===== src/rtl/data_memory_arbiter.sv =====
// Round-robin request/acknowledge arbiter and access sequencer for the shared
// single-port data memory (port 0: load/store stage, port 1: debug/DMA loader).
module data_memory_arbiter #(
  parameter int DATA_WIDTH = 16,
  parameter int ADDR_WIDTH = 16
) (
  input  logic                  clock,
  input  logic                  reset,
  input  logic                  req0,
  input  logic                  we0,
  input  logic [ADDR_WIDTH-1:0] addr0,
  input  logic [DATA_WIDTH-1:0] wdata0,
  output logic [DATA_WIDTH-1:0] rdata0,
  output logic                  ack0,
  input  logic                  req1,
  input  logic                  we1,
  input  logic [ADDR_WIDTH-1:0] addr1,
  input  logic [DATA_WIDTH-1:0] wdata1,
  output logic [DATA_WIDTH-1:0] rdata1,
  output logic                  ack1,
  output logic [ADDR_WIDTH-1:0] DataMemoryAddressBus,
  output logic [DATA_WIDTH-1:0] DataMemoryInputBus,
  input  logic [DATA_WIDTH-1:0] DataMemoryOutputBus,
  output logic                  sig_enable_data_memory_write,
  output logic                  sig_enable_data_memory_read,
  output logic                  busy
);

  typedef enum logic [1:0] {
    IDLE,
    ACCESS,
    WAIT,
    DONE
  } state_t;

  state_t                state_q, state_d;
  logic                  last_grant_q, last_grant_d;
  logic                  gnt_q, gnt_d;
  logic                  we_q, we_d;
  logic [ADDR_WIDTH-1:0] addr_q, addr_d;
  logic [DATA_WIDTH-1:0] wdata_q, wdata_d;
  logic [DATA_WIDTH-1:0] rdata0_q, rdata0_d;
  logic [DATA_WIDTH-1:0] rdata1_q, rdata1_d;
  logic                  ack0_q, ack0_d;
  logic                  ack1_q, ack1_d;
  logic [ADDR_WIDTH-1:0] abus_q, abus_d;
  logic [DATA_WIDTH-1:0] dbus_q, dbus_d;
  logic                  wen_q, wen_d;
  logic                  ren_q, ren_d;
  logic                  busy_q, busy_d;
  logic                  pick;

  always_comb begin
    state_d      = state_q;
    last_grant_d = last_grant_q;
    gnt_d        = gnt_q;
    we_d         = we_q;
    addr_d       = addr_q;
    wdata_d      = wdata_q;
    rdata0_d     = rdata0_q;
    rdata1_d     = rdata1_q;
    ack0_d       = 1'b0;
    ack1_d       = 1'b0;
    abus_d       = '0;
    dbus_d       = '0;
    wen_d        = 1'b0;
    ren_d        = 1'b0;
    pick         = 1'b0;

    unique case (state_q)
      IDLE: begin
        if (req0 || req1) begin
          // On a tie the port that was not served last wins.
          pick         = (req0 && req1) ? ~last_grant_q : req1;
          gnt_d        = pick;
          last_grant_d = pick;
          we_d         = pick ? we1 : we0;
          addr_d       = pick ? addr1 : addr0;
          wdata_d      = pick ? wdata1 : wdata0;
          state_d      = ACCESS;
          abus_d       = addr_d;
          if (we_d) begin
            dbus_d = wdata_d;
            wen_d  = 1'b1;
          end else begin
            ren_d  = 1'b1;
          end
        end
      end
      ACCESS: begin
        if (we_q) begin
          state_d = DONE;
          ack0_d  = ~gnt_q;
          ack1_d  = gnt_q;
        end else begin
          state_d = WAIT;
          abus_d  = addr_q;
          ren_d   = 1'b1;
        end
      end
      WAIT: begin
        state_d = DONE;
        if (gnt_q) begin
          rdata1_d = DataMemoryOutputBus;
          ack1_d   = 1'b1;
        end else begin
          rdata0_d = DataMemoryOutputBus;
          ack0_d   = 1'b1;
        end
      end
      DONE: begin
        state_d = IDLE;
      end
      default: begin
        state_d = IDLE;
      end
    endcase

    busy_d = (state_d != IDLE);
  end

  always_ff @(posedge clock or posedge reset) begin
    if (reset) begin
      state_q      <= IDLE;
      last_grant_q <= 1'b1;
      gnt_q        <= 1'b0;
      we_q         <= 1'b0;
      addr_q       <= '0;
      wdata_q      <= '0;
      rdata0_q     <= '0;
      rdata1_q     <= '0;
      ack0_q       <= 1'b0;
      ack1_q       <= 1'b0;
      abus_q       <= '0;
      dbus_q       <= '0;
      wen_q        <= 1'b0;
      ren_q        <= 1'b0;
      busy_q       <= 1'b0;
    end else begin
      state_q      <= state_d;
      last_grant_q <= last_grant_d;
      gnt_q        <= gnt_d;
      we_q         <= we_d;
      addr_q       <= addr_d;
      wdata_q      <= wdata_d;
      rdata0_q     <= rdata0_d;
      rdata1_q     <= rdata1_d;
      ack0_q       <= ack0_d;
      ack1_q       <= ack1_d;
      abus_q       <= abus_d;
      dbus_q       <= dbus_d;
      wen_q        <= wen_d;
      ren_q        <= ren_d;
      busy_q       <= busy_d;
    end
  end

  assign rdata0                       = rdata0_q;
  assign rdata1                       = rdata1_q;
  assign ack0                         = ack0_q;
  assign ack1                         = ack1_q;
  assign DataMemoryAddressBus         = abus_q;
  assign DataMemoryInputBus           = dbus_q;
  assign sig_enable_data_memory_write = wen_q;
  assign sig_enable_data_memory_read  = ren_q;
  assign busy                         = busy_q;

endmodule


===== config.mk =====
export PLATFORM = sky130hd
export DESIGN_NAME = data_memory_arbiter
export DESIGN_NICKNAME = d
export VERILOG_FILES = /design/src/rtl/data_memory_arbiter.sv
export SDC_FILE = /design/constraint.sdc
export NUM_CORES = 1
export LEC_CHECK = 0
export BUFFER_PORTS_ARGS = -buffer_cell sky130_fd_sc_hd__buf_2
export CAP_MARGIN = 15
export CORE_UTILIZATION = 48
export DETAILED_ROUTE_END_ITERATION = 6
export MAX_ROUTING_LAYER = met4
export PLACE_DENSITY_LB_ADDON = 0.15
export SYNTH_ARGS = -nofsm -noshare
export SYNTH_HDL_FRONTEND = slang
export SYNTH_SLANG_ARGS = --single-unit

===== constraint.sdc =====
create_clock -name clock -period 4.38 [get_ports clock]
set_input_delay 1.314 -clock clock [delete_from_list [all_inputs] [get_ports clock]]
set_output_delay 1.314 -clock clock [all_outputs]
set_load 0.01 [all_outputs]

==> flow_summary.json <==
{
  "syn_avg_cell_area_sq_um": 13.23,
  "r2r_setup_slack_ns": 2.34,
  "ir_worst_vdd_mv": 0.2588,
  "root_buffer": "clkbuf_8",
  "status": "complete, no violations",
  "drt_iter0_drc": 118,
  "grt_pass1_wl_mm": 12.21,
  "dpl_cell_area_sq_mm": 0.004558,
  "finalClockSkew_ns": 0.009686,
  "synth_common_cells": "89 x dfrtp_1, 35 x nand2_1, 33 x o21ai_1, 32 x mux2i_1, 20 x mux2_1",
  "power.switching_uw": 1011,
  "min_to": "rdata0[10]",
  "clock_latency_ns": 0.34,
  "r2r_end": "gnt_q",
  "die-area_sq_mm": 0.008100,
  "hp-class": "flop to flop",
  "dp.cells": 522,
  "intPower_uw": 2033,
  "ys_ff_latch": 90,
  "nFillCells": 619,
  "chipWidth_microns": 90,
  "fin_area_sq_mm": 0.004777,
  "io_pins": 155,
  "yosysWarnings": 0,
  "seq_power_share": 0.431,
  "hold_depth": 1,
  "start_kind": "primary input",
  "switching_share": 0.3321,
  "dp_hpwl_mm": 5.348,
  "ctsResizeCount": 0,
  "tns_ns": 0,
  "detailedRoute.firstPassIterationCount": 4,
  "finalCriticalPeriod_ns": 2.663,
  "cap_violations": 0,
  "clkPwrFrac": 0.201,
  "synth_most_common_cell": "dfrtp_1",
  "final_cell_count_no_fill": 538,
  "yosysTopAreaCell": "dfrtp_1",
  "worst_slew_pin_slew_ns": 1.095,
  "io_buffer_count": 154,
  "cp-end-kind": "flop",
  "cts_setup_buffers": 0,
  "min_from": "rdata0[10]",
  "powerDensity_mw_per_mm2": 637.2,
  "antenna_cells": 0,
  "via_count": 2651,
  "die_y_microns": 90,
  "path_clk_slew_ns": 0.08,
  "overflow": 0,
  "synth_top_area_frac": 0.5991,
  "worstRegToRegCells": 4,
  "antenna_found_initial": 0,
  "async_flop_share": 1.000,
  "whs_ns": 0.4835,
  "nNetsFinal": 523,
  "htreeDepth": 3,
  "combPwrFrac": 0.367,
  "place_congestion": 0.7766,
  "fmax_mhz": 375.5,
  "start_util": 0.5044,
  "cts_buffers": 9,
  "clock_path_buffers": 2,
  "setup_viol": 0,
  "slew_headroom": 0.2673,
  "drive_above_1_share": 0.4579,
  "ys.flop_type": "dfrtp_1",
  "finalMaxSlewViolations": 0,
  "ctsHoldBuffers": 0,
  "cts_tree": "done",
  "p_leak_uw": 0.002429,
  "worst-setup-path-type": "primary input to flop",
  "netlist_area_sq_mm": 0.003717,
  "ys_seq_area_frac": 0.6062,
  "synth-edff-count": 0,
  "post_drt_wl_per_cell_microns": 13.81,
  "grt.total_usage": 0.1963,
  "row_count": 31,
  "rsz0062_at_grt": "no",
  "finalHoldViolations": 0,
  "drcViolationCount": 0,
  "viasPerCell": 4.928,
  "synth_cell_type_count": 29,
  "reg2reg_from": "state_q[0]",
  "required_ns": 4.56,
  "synth_cells": 281,
  "worstPathArrival_ns": 2.85,
  "core_area_sq_mm": 0.007370,
  "first_global_vias": 2564,
  "cts.sinks": 90,
  "syn_to_final_growth_pct": 28.51,
  "synth_area_leaders": "dfrtp_1 60%, mux2i_1 8.6%, mux2_1 6.1%",
  "ant_nets": 0,
  "min_period_over_period": 0.6080,
  "grt_max_degree": 59,
  "routed_wl_mm": 7.430,
  "cp_max_fo": 25,
  "syn-num-nets": 370
}
-- worst max-delay path by stage --
stage	from	to	slack (ns)
6_report	req1	addr_q[1]	1.72
5_1_grt	req1	DataMemoryAddressBus[10]	1.62
4_1_cts	req1	addr_q[1]	1.72
3_5_place_dp	req1	DataMemoryAddressBus[7]	1.35
3_3_place_gp	req1	DataMemoryAddressBus[5]	1.38
2_1_floorplan	reset	DataMemoryAddressBus[0]	0.73
-- layout by cell type (no fill, tap or decap), drive strengths merged --
cell	synthesis	routed
a31oi	2	2
and3	1	1
o21a	1	1
nor3b	16	16
a31o	1	1
bufinv	0	2
mux2i	32	32
nand2b	3	3
a21oi	1	1
a22o	1	1
nand2	35	35
mux2	32	32
nor2	2	2
clkbuf	7	11
o21ai	33	33
clkinv	0	3
dfrtp	89	89
ha	3	3
clkinvlp	0	1
nor2b	3	3
a21o	1	1
inv	3	2
buf	10	159
a21boi	1	1
or2	1	1
a32oi	1	1
o32a	1	1
dfstp	1	1
-- metal layers --
| metal | routed length, microns | up-vias | part of all wire | global-route usage |
|---|---|---|---|---|
| li1 | - | 1280 | - | - |
| met1 | 3258 | 1248 | 0.44 | 0.2554 |
| met2 | 3539 | 113 | 0.48 | 0.3028 |
| met3 | 523 | 10 | 0.070 | 0.04399 |
| met4 | 108 | 0 | 0.015 | 0.07258 |
| met5 | 0 | - | 0 | - |
-- sequential cells by signal (all words and copies together), names as in the netlist --
signal                        cells
sig_enable_data_memory_read       1
addr_q                           16
DataMemoryInputBus               16
ack0                              1
state_q                           2
gnt_q                             1
last_grant_q                      1
DataMemoryAddressBus             16
sig_enable_data_memory_write      1
rdata1                           16
ack1                              1
busy                              1
rdata0                           16
we_q                              1
-- per-stage QoR --
stage | total power [uW] | utilization | worst slack, ns
6_report | 3044 | 0.6482 | 1.717
5_1_grt | 3267 | 0.6482 | 1.617
4_1_cts | 3084 | 0.6482 | 1.723
3_5_place_dp | 2472 | 0.6185 | 1.351
3_3_place_gp | 2429 | 0.6185 | 1.384
2_1_floorplan | 2060 | - | 0.7324
-- final cells by class --
class                           count  area [sq um]  share of cell area
Sequential cell                    90          2253              0.4717
Tap cell                           99         123.9             0.02593
Multi-Input combinational cell    171          1360              0.2847
Clock buffer                       11         141.4             0.02960
Clock inverter                      5         77.57             0.01624
Inverter                            3         12.51            0.002619
Timing Repair Buffer              159         808.3              0.1692
-- power by group through the flow --
stage	combinational (uW)	clock, uW	sequential, uW
2_1_floorplan	620	0	1440
3_3_place_gp	1110	0	1320
3_5_place_dp	1140	0	1330
4_1_cts	1140	627	1320
5_1_grt	1240	666	1360
6_report	1120	612	1310
-- worst max-delay path, stage by stage --
cell and delay (ns):
buf_2 0.15, a21boi_4 0.48, buf_4 0.48, mux2i_1 0.30, o21ai_1 0.09
-- kinds of logic after synthesis --
family | count (synthesis) | synth area share
DFF | 90 | 0.6062
AOI/OAI and AO/OA | 43 | 0.07102
adders and majority gates | 3 | 0.01010
and+or+nand+nor | 61 | 0.09660
muxes | 64 | 0.1831
buffers and inverters | 20 | 0.03298
No activity file was read; power rests on OpenSTA's default activity.
